$ cat src/rtl/matmul_pkg.sv
// -----------------------------------------------------------------------------
// matmul_pkg
// Shared definitions for the matrix-multiply subsystem: the default element
// width, the result-drain state encoding, and the index-width helper used by
// the engine, the result drain and the operand loader.
// No ports (package).
// -----------------------------------------------------------------------------
package matmul_pkg;

    localparam int DATA_W_DEFAULT = 32;

    typedef enum logic {
        IDLE   = 1'b0,
        STREAM = 1'b1
    } drain_state_t;

    // Index width for a dimension of n entries; never narrower than one bit
    // so that a size-1 dimension still has a legal (constant-zero) index port.
    function automatic int idx_w(input int n);
        return (n > 1) ? $clog2(n) : 1;
    endfunction

endpackage

$ cat src/rtl/matmul_result_drain.sv
// -----------------------------------------------------------------------------
// matmul_result_drain
// Captures the matrix-multiply engine's parallel result array when the engine
// pulses done, then streams the captured copy out one element per valid/ready
// handshake in row-major order. This frees the engine output immediately.
//
// Ports
//   clk, rst_n     clock, asynchronous active-low reset
//   done           single-cycle capture pulse; result valid in that cycle
//   result         packed [row][col][bit] result array
//   out_data       current element (0 while out_valid is low)
//   out_valid      out_data valid
//   out_ready      downstream accepts the current element
//   out_row/col    indices of the current element
//   out_row_last   current element is the last of its row
//   out_last       current element is the last of the matrix
//   busy           buffer holds undrained data
//   overrun        sticky: a done was dropped while busy
//   clr_overrun    clears overrun (a simultaneous new overrun wins)
// -----------------------------------------------------------------------------
module matmul_result_drain
    import matmul_pkg::*;
#(
    parameter int LEFT_SIZE  = 2,
    parameter int RIGHT_SIZE = 4,
    parameter int DATA_W     = DATA_W_DEFAULT
) (
    input  logic                                  clk,
    input  logic                                  rst_n,
    input  logic                                  done,
    input  logic [LEFT_SIZE*RIGHT_SIZE*DATA_W-1:0] result,
    output logic [DATA_W-1:0]                     out_data,
    output logic                                  out_valid,
    input  logic                                  out_ready,
    output logic [idx_w(LEFT_SIZE)-1:0]           out_row,
    output logic [idx_w(RIGHT_SIZE)-1:0]          out_col,
    output logic                                  out_row_last,
    output logic                                  out_last,
    output logic                                  busy,
    output logic                                  overrun,
    input  logic                                  clr_overrun
);

    localparam int ROW_W = idx_w(LEFT_SIZE);
    localparam int COL_W = idx_w(RIGHT_SIZE);
    localparam logic [ROW_W-1:0] ROW_MAX = ROW_W'(LEFT_SIZE - 1);
    localparam logic [COL_W-1:0] COL_MAX = COL_W'(RIGHT_SIZE - 1);

    drain_state_t     state_q, state_d;
    logic [ROW_W-1:0] row_q, row_d;
    logic [COL_W-1:0] col_q, col_d;
    logic             overrun_q, overrun_d;

    logic [DATA_W-1:0] buf_q [LEFT_SIZE][RIGHT_SIZE];

    logic streaming;
    logic xfer;
    logic at_row_last;
    logic at_last;
    logic load;
    logic ovr_set;

    assign streaming   = (state_q == STREAM);
    assign xfer        = streaming && out_ready;
    assign at_row_last = (col_q == COL_MAX);
    assign at_last     = at_row_last && (row_q == ROW_MAX);

    // ---- capture buffer: data only, no reset (contents are don't-care) ----
    always_ff @(posedge clk) begin
        if (load) begin
            for (int i = 0; i < LEFT_SIZE; i++) begin
                for (int j = 0; j < RIGHT_SIZE; j++) begin
                    buf_q[i][j] <= result[(i*RIGHT_SIZE + j)*DATA_W +: DATA_W];
                end
            end
        end
    end

    // ---- control next-state ----
    always_comb begin
        state_d = state_q;
        row_d   = row_q;
        col_d   = col_q;
        load    = 1'b0;
        ovr_set = 1'b0;

        case (state_q)
            IDLE: begin
                if (done) begin
                    load    = 1'b1;
                    row_d   = '0;
                    col_d   = '0;
                    state_d = STREAM;
                end
            end
            STREAM: begin
                if (xfer) begin
                    if (at_last) begin
                        row_d = '0;
                        col_d = '0;
                        // A done landing on the final beat is a back-to-back
                        // matrix: reload and keep streaming without a bubble.
                        if (done) begin
                            load = 1'b1;
                        end else begin
                            state_d = IDLE;
                        end
                    end else if (at_row_last) begin
                        col_d = '0;
                        row_d = row_q + ROW_W'(1);
                    end else begin
                        col_d = col_q + COL_W'(1);
                    end
                end
                // Any other done while streaming would clobber undrained data.
                if (done && !(xfer && at_last)) begin
                    ovr_set = 1'b1;
                end
            end
            default: begin
                state_d = IDLE;
            end
        endcase
    end

    // Set has priority over clear so a coincident drop is never lost.
    assign overrun_d = ovr_set | (overrun_q & ~clr_overrun);

    // ---- control registers ----
    always_ff @(posedge clk or negedge rst_n) begin
        if (!rst_n) begin
            state_q   <= IDLE;
            row_q     <= '0;
            col_q     <= '0;
            overrun_q <= 1'b0;
        end else begin
            state_q   <= state_d;
            row_q     <= row_d;
            col_q     <= col_d;
            overrun_q <= overrun_d;
        end
    end

    // ---- outputs: pure functions of registered state, so they hold while stalled ----
    assign out_valid    = streaming;
    assign busy         = streaming;
    assign out_data     = streaming ? buf_q[row_q][col_q] : '0;
    assign out_row      = row_q;
    assign out_col      = col_q;
    assign out_row_last = streaming && at_row_last;
    assign out_last     = streaming && at_last;
    assign overrun      = overrun_q;

endmodule

$ cat config.mk
export PLATFORM = sky130hd
export DESIGN_NAME = matmul_result_drain
export DESIGN_NICKNAME = d
export VERILOG_FILES = /design/src/rtl/matmul_pkg.sv /design/src/rtl/matmul_result_drain.sv
export SDC_FILE = /design/constraint.sdc
export NUM_CORES = 1
export LEC_CHECK = 0
export BUFFER_PORTS_ARGS = -buffer_cell sky130_fd_sc_hd__buf_2
export CORE_ASPECT_RATIO = 1.5
export CORE_MARGIN = 2
export CORE_UTILIZATION = 40
export DETAILED_ROUTE_END_ITERATION = 8
export HOLD_SLACK_MARGIN = 0.03
export PLACE_DENSITY = 0.76
export SLEW_MARGIN = 5
export SYNTH_ARGS = -nofsm -noshare
export SYNTH_HDL_FRONTEND = slang
export SYNTH_SLANG_ARGS = --single-unit
$ cat constraint.sdc
create_clock -name clk -period 14.8 [get_ports clk]
set_input_delay 0.74 -clock clk [delete_from_list [all_inputs] [get_ports clk]]
set_output_delay 0.74 -clock clk [all_outputs]
set_load 0.02 [all_outputs]
Word level (Yosys, flattened, before mapping)
Memory sizes are Yosys's and may differ from the RTL's.
Cells that the tools add are included.
{"block": "word_totals", "mem_bits_rw": 256, "in_bits": 261, "rom_bits": 0, "output_inout_bits": 40, "elab_cells": 51, "latch_bits": 0, "n_memories": 1, "ff_bits": 5}
{"block": "classes", "shift": 0, "mul": 0, "div_mod_pow": 0, "n_eq_ne": 4, "addsub": 2, "n_lt_le_gt_ge": 1, "reduce_logical": 9, "bitwise_logic": 5, "n_mux": 25}
{"name": "buf_q", "depth": 2, "word_bits": 128, "read_ports": 1, "rd_ports_with_merged_regs": 0, "write_ports": 2, "line_no": "matmul_result_drain.sv:54", "text": "logic [DATA_W-1:0] buf_q [LEFT_SIZE][RIGHT_SIZE];"}
{"cell": "32-bit two-way mux", "count": 3}
{"cell": "32-bit binary-select mux with 2-bit select", "count": 1}
{"cell": "1-bit two-way mux", "count": 13}
{"cell": "2-bit two-way mux", "count": 4}
{"cell": "1-bit logical AND", "count": 6}
{"cell": "1-bit case mux with 2 select lines", "count": 3}
{"cell": "2-bit case mux with 2 select lines", "count": 1}
{"cell": "3-bit >= comparator (second input constant)", "count": 1}
{"cell": "3-bit by 1-bit != test with 1-bit output (second input constant)", "count": 1}
{"cell": "2-bit inverter with 3-bit output", "count": 1}
{"cell": "3-bit AND reduction", "count": 1}
{"cell": "2-bit by 1-bit adder with 2-bit output (second input constant)", "count": 1}
{"cell": "2-bit == test (second input constant)", "count": 1}
{"cell": "2-bit by 1-bit != test with 1-bit output (second input constant)", "count": 1}
{"cell": "2-bit != test (second input constant)", "count": 1}
{"cell": "1-bit inverter", "count": 2}
{"cell": "2-bit AND reduction", "count": 1}
{"cell": "1-bit adder (second input constant)", "count": 1}
{"cell": "1-bit AND", "count": 1}
{"cell": "1-bit logical NOT", "count": 1}
{"cell": "1-bit OR", "count": 1}

Longest topological paths before layout
{"block": "logic_depth", "word_depth": 8, "depth_mapped": 5, "depth_no_buf": 4}

Least setup slack after synthesis
OpenSTA, ideal clock, no wires.
{"block": "synth_timing", "path_type": "register to register", "start": "reg col_q[0], in the netlist out_col[0]", "end": "mem buf_q[0][0] (netlist bit), enable pin", "t_arrival_ps": 13156, "slack_ps": 685, "t_required_ps": 13840, "path_stages_with_launch": 4, "period_less_slack_ps": 14115, "setup_ps": 960, "path_buffers": 0, "path_cell_list": "dfrtp_1 ha_1 nand3_1 a21oi_1"}
{"item": "from (decl)", "line_no": "matmul_result_drain.sv:51", "text": "logic [COL_W-1:0] col_q, col_d;"}
{"item": "from (signal assigned)", "line_no": "matmul_result_drain.sv:139", "text": "col_q <= col_d;"}
{"item": "to (decl)", "line_no": "matmul_result_drain.sv:54"}

Worst setup path after layout
{"block": "layout_timing", "start": "reg row_q, in the netlist out_row", "end": "out out_data[30]"}
{"block": "layout_between", "elab_chain_len": 5}
{"item": "from (decl)", "line_no": "matmul_result_drain.sv:50", "text": "logic [ROW_W-1:0] row_q, row_d;"}
{"item": "from (signal assigned)", "line_no": "matmul_result_drain.sv:138", "text": "row_q <= row_d;"}
{"item": "memory 2 x 128 bit"}
{"item": "32-bit binary-select mux with 2-bit select", "line_no": "matmul_result_drain.sv:147", "text": "assign out_data = streaming ? buf_q[row_q][col_q] : '0;"}
{"item": "32-bit two-way mux (not written as such) (2 in series)", "line_no": "matmul_result_drain.sv:147"}
{"item": "32-bit two-way mux", "line_no": "matmul_result_drain.sv:147"}
{"item": "to (decl)", "line_no": "matmul_result_drain.sv:32", "text": "output logic [DATA_W-1:0] out_data,"}
Every way passes these cells. The select of a mux whose other input is x is not followed.

==> impl_metrics.tcl <==
set metrics [dict create \
    status "finished clean" \
    ir_worst_vdd_mv 0.1520 \
    dp_hpwl_mm 15.36 \
    p_seq_share_pct 41.9 \
    place_ws_ns 10.98 \
    drc_errors 0 \
    synthTopCellsByArea "edfxtp_1, mux4_2, a221oi_2" \
    numPortBuffers 300 \
    fp.dieW_um 135.4 \
    setup_ws_ns 10.67 \
    r2r-start "out_row" \
    rrSetupSlack_ns 10.95 \
    fp.coreArea_um2 25670 \
    rsz0062_at_grt "false" \
    drive_gt1_share_pct 52.35 \
    crit_type "flip-flop to primary output" \
    htreeDepth 1 \
    rows 72 \
    synth.distinct_cells 27 \
    drtIter0Drc 320 \
    ys_seq_area_share_pct 75.37 \
    syn-num-nets 774 \
    wl_mm 22.99 \
    max_slew_margin_pct 30.35 \
    power.density_nw_per_um2 171.6 \
    p_int_mw 1.532 \
    r2r_cells 5 \
    routed-via-count 5789 \
    initial_core_util_pct 40.38 \
    end_kind "primary output" \
    worstSkewPairLatency_ns 0.52 \
    grtUsageTotal_pct 16.73 \
    fin_crit_sh_pct 27.88 \
    stdcell_area_um2 12980 \
    worst_hold_slack_ns 0.3860 \
    synth_area_um2 10370 \
    clock_skew_ns 0.008984 \
    cts_root_buffer "clkbuf_16" \
    gr-total-overflow 0 \
    synth_top_area_share_pct 74.16 \
    cts_buffers 25 \
    max_clock_freq_mhz 242.4 \
    layout-area-overhead-vs-synth_pct 25.21 \
    clkTransAtPathRegs_ns 0.07 \
    die_area_um2 27250 \
    nets 1078 \
    slew_violations 0 \
    clkSinkCount 261 \
    ant_nets 0 \
    antenna_found_initial 6 \
    dpl_cell_area_um2 12150 \
    postLayoutCoreUtil_pct 50.56 \
    synth_area_leader_cell "edfxtp_1" \
    wl_per_cell_um 19.65 \
    hold_viol_final 0 \
    yosysWarnings 0 \
    ios 301 \
    via_per_inst 4.948 \
    grt_max_degree 194 \
    gp_congestion 0.7635 \
    first_global_vias 6353 \
    swShare_pct 31.21 \
    wl_met1_mm 8.279 \
    clockPowerShare_pct 28.5 \
    multi_input_area_um2 2225 \
    dp_cells 1120 \
    pwr-share-comb_pct 29.6 \
    worstHoldStart "result[84]" \
    rr_endpoint "buf_q[0][112]" \
    timing_worst_slew_pin_value_ns 1.045 \
    power.switching_uw 695.2 \
    area.sequential_um2 7820 \
    fillers 2134 \
    fin_setup_tns_ns 0 \
    syn-instance-count 511 \
    cap_violations 0 \
    fin_cells 1170 \
    crit_arrival_ns 3.39 \
    p_leak_nw 4.900 \
    ys_ff_latch 261 \
    p_total_mw 2.227 \
    cts_buffer_depth 3 \
    setup_viol 0 \
    top_layer_used "met4" \
    wl_met3_mm 1.479 \
    die_h_um 201.2 \
    crit_fanout 32 \
    worst_setup_path_start_kind "flip-flop" \
    grt_pass1_wl_mm 34.24 \
    holdPathStages 1 \
    hold_class "primary input to flip-flop" \
    required_ns 14.06 \
    avgSynthCellArea_um2 20.29 \
    route.met2.wl_mm 12.44 \
    min_to "buf_q[0][52]" \
    drt-pass1-iter-count 4 \
    cts_tree "done" \
    period_needed_ns 4.126 \
]
worst max-delay path, cell delays in order, from the launching register on:
cell	delay, ns
dfrtp_2	0.91
buf_4	0.43
nand2b_2	0.69
o21ai_0	0.16
a221oi_1	0.42
buf_2	0.25
cells by family (layout without fill, tap and decap cells):
kind of cell	count (synthesis)	count (layout)	synth area share [%]
AOI/OAI and AO/OA	70	70	6.264
adders and majority gates	2	2	0.2414
buffers and inverters	64	384	3.380
DFF	261	261	75.37
muxes	99	99	14.03
other	0	6	0
and+or+nand+nor	15	15	0.7243
Yosys cell counts:
library cell  count
clkbuf_1          8
nor2b_1           2
inv_1            34
nor2_1            2
mux4_1            6
buf_12            3
nand3_1           1
a221oi_2         28
mux2_2           32
a21oi_1           2
nand2b_1          1
buf_6             4
o21ai_0          33
mux2i_1          35
dfrtp_1           5
a31oi_1           2
edfxtp_1        256
buf_4             5
nand2_1           6
a221oi_1          4
o22ai_1           1
ha_1              2
and3_1            1
and3b_1           1
and2_1            1
mux4_2           26
buf_2            10
cells in the final DEF (no fill, tap or decap), drive strengths merged, types with 4 or more instances in the layout:
cell / n
buf: 306
edfxtp: 256
mux2i: 35
inv: 34
o21ai: 33
mux2: 32
a221oi: 32
mux4: 32
clkbuf: 29
clkinv: 10
diode: 6
nand2: 6
dfrtp: 5
bufinv: 4
worst max path at each step:
stage                          endpoint  slack (ns)       start  cells after the start
after floorplan             buf_q[0][0]        0.68  out_col[0]                      3
after global placement     buf_q[1][22]       11.09     out_row                      5
after detailed placement  buf_q[1][118]       10.98     out_row                      5
after CTS                  out_data[30]       10.54     out_row                      5
after global routing       out_data[30]       10.37     out_row                      5
final                      out_data[30]       10.67     out_row                      5
routing by layer:
layer / track usage (%) / up-vias
li1: - / 2684
met4: 7.031 / 0
met3: 3.275 / 42
met2: 30.80 / 229
met5: 0 / -
met1: 18.60 / 2834
state kept, by name (all words and copies together) (netlist names):
signal and cells:
buf_q 256, overrun 1, out_col 2, busy 1
out_row 1
power groups by stage:
| stage | Sequential [mW] | Clock, mW | Combinational [mW] |
|---|---|---|---|
| floorplan | 0.913 | 0 | 0.537 |
| global placement | 0.950 | 0 | 0.669 |
| detailed placement | 0.953 | 0 | 0.672 |
| CTS | 0.937 | 0.654 | 0.675 |
| global route | 0.943 | 0.677 | 0.712 |
| finish | 0.933 | 0.635 | 0.660 |
area by class of cell:
class,instances,share of cell area (%)
timing repair buffer,307,12.09
antenna,6,0.1157
sequential,261,60.25
tap,333,3.210
clock buffer,29,4.935
multi-input combinational,186,17.14
inverter,34,0.9832
clock inverter,14,1.282
timing repair:
action                     CTS  global route
setup buffers                0             0
hold buffers                 1             0
resized for setup            0             0
setup endpoints to repair    0             0
hold endpoints to repair     5             0
No activity file was read; power rests on OpenSTA's default activity.
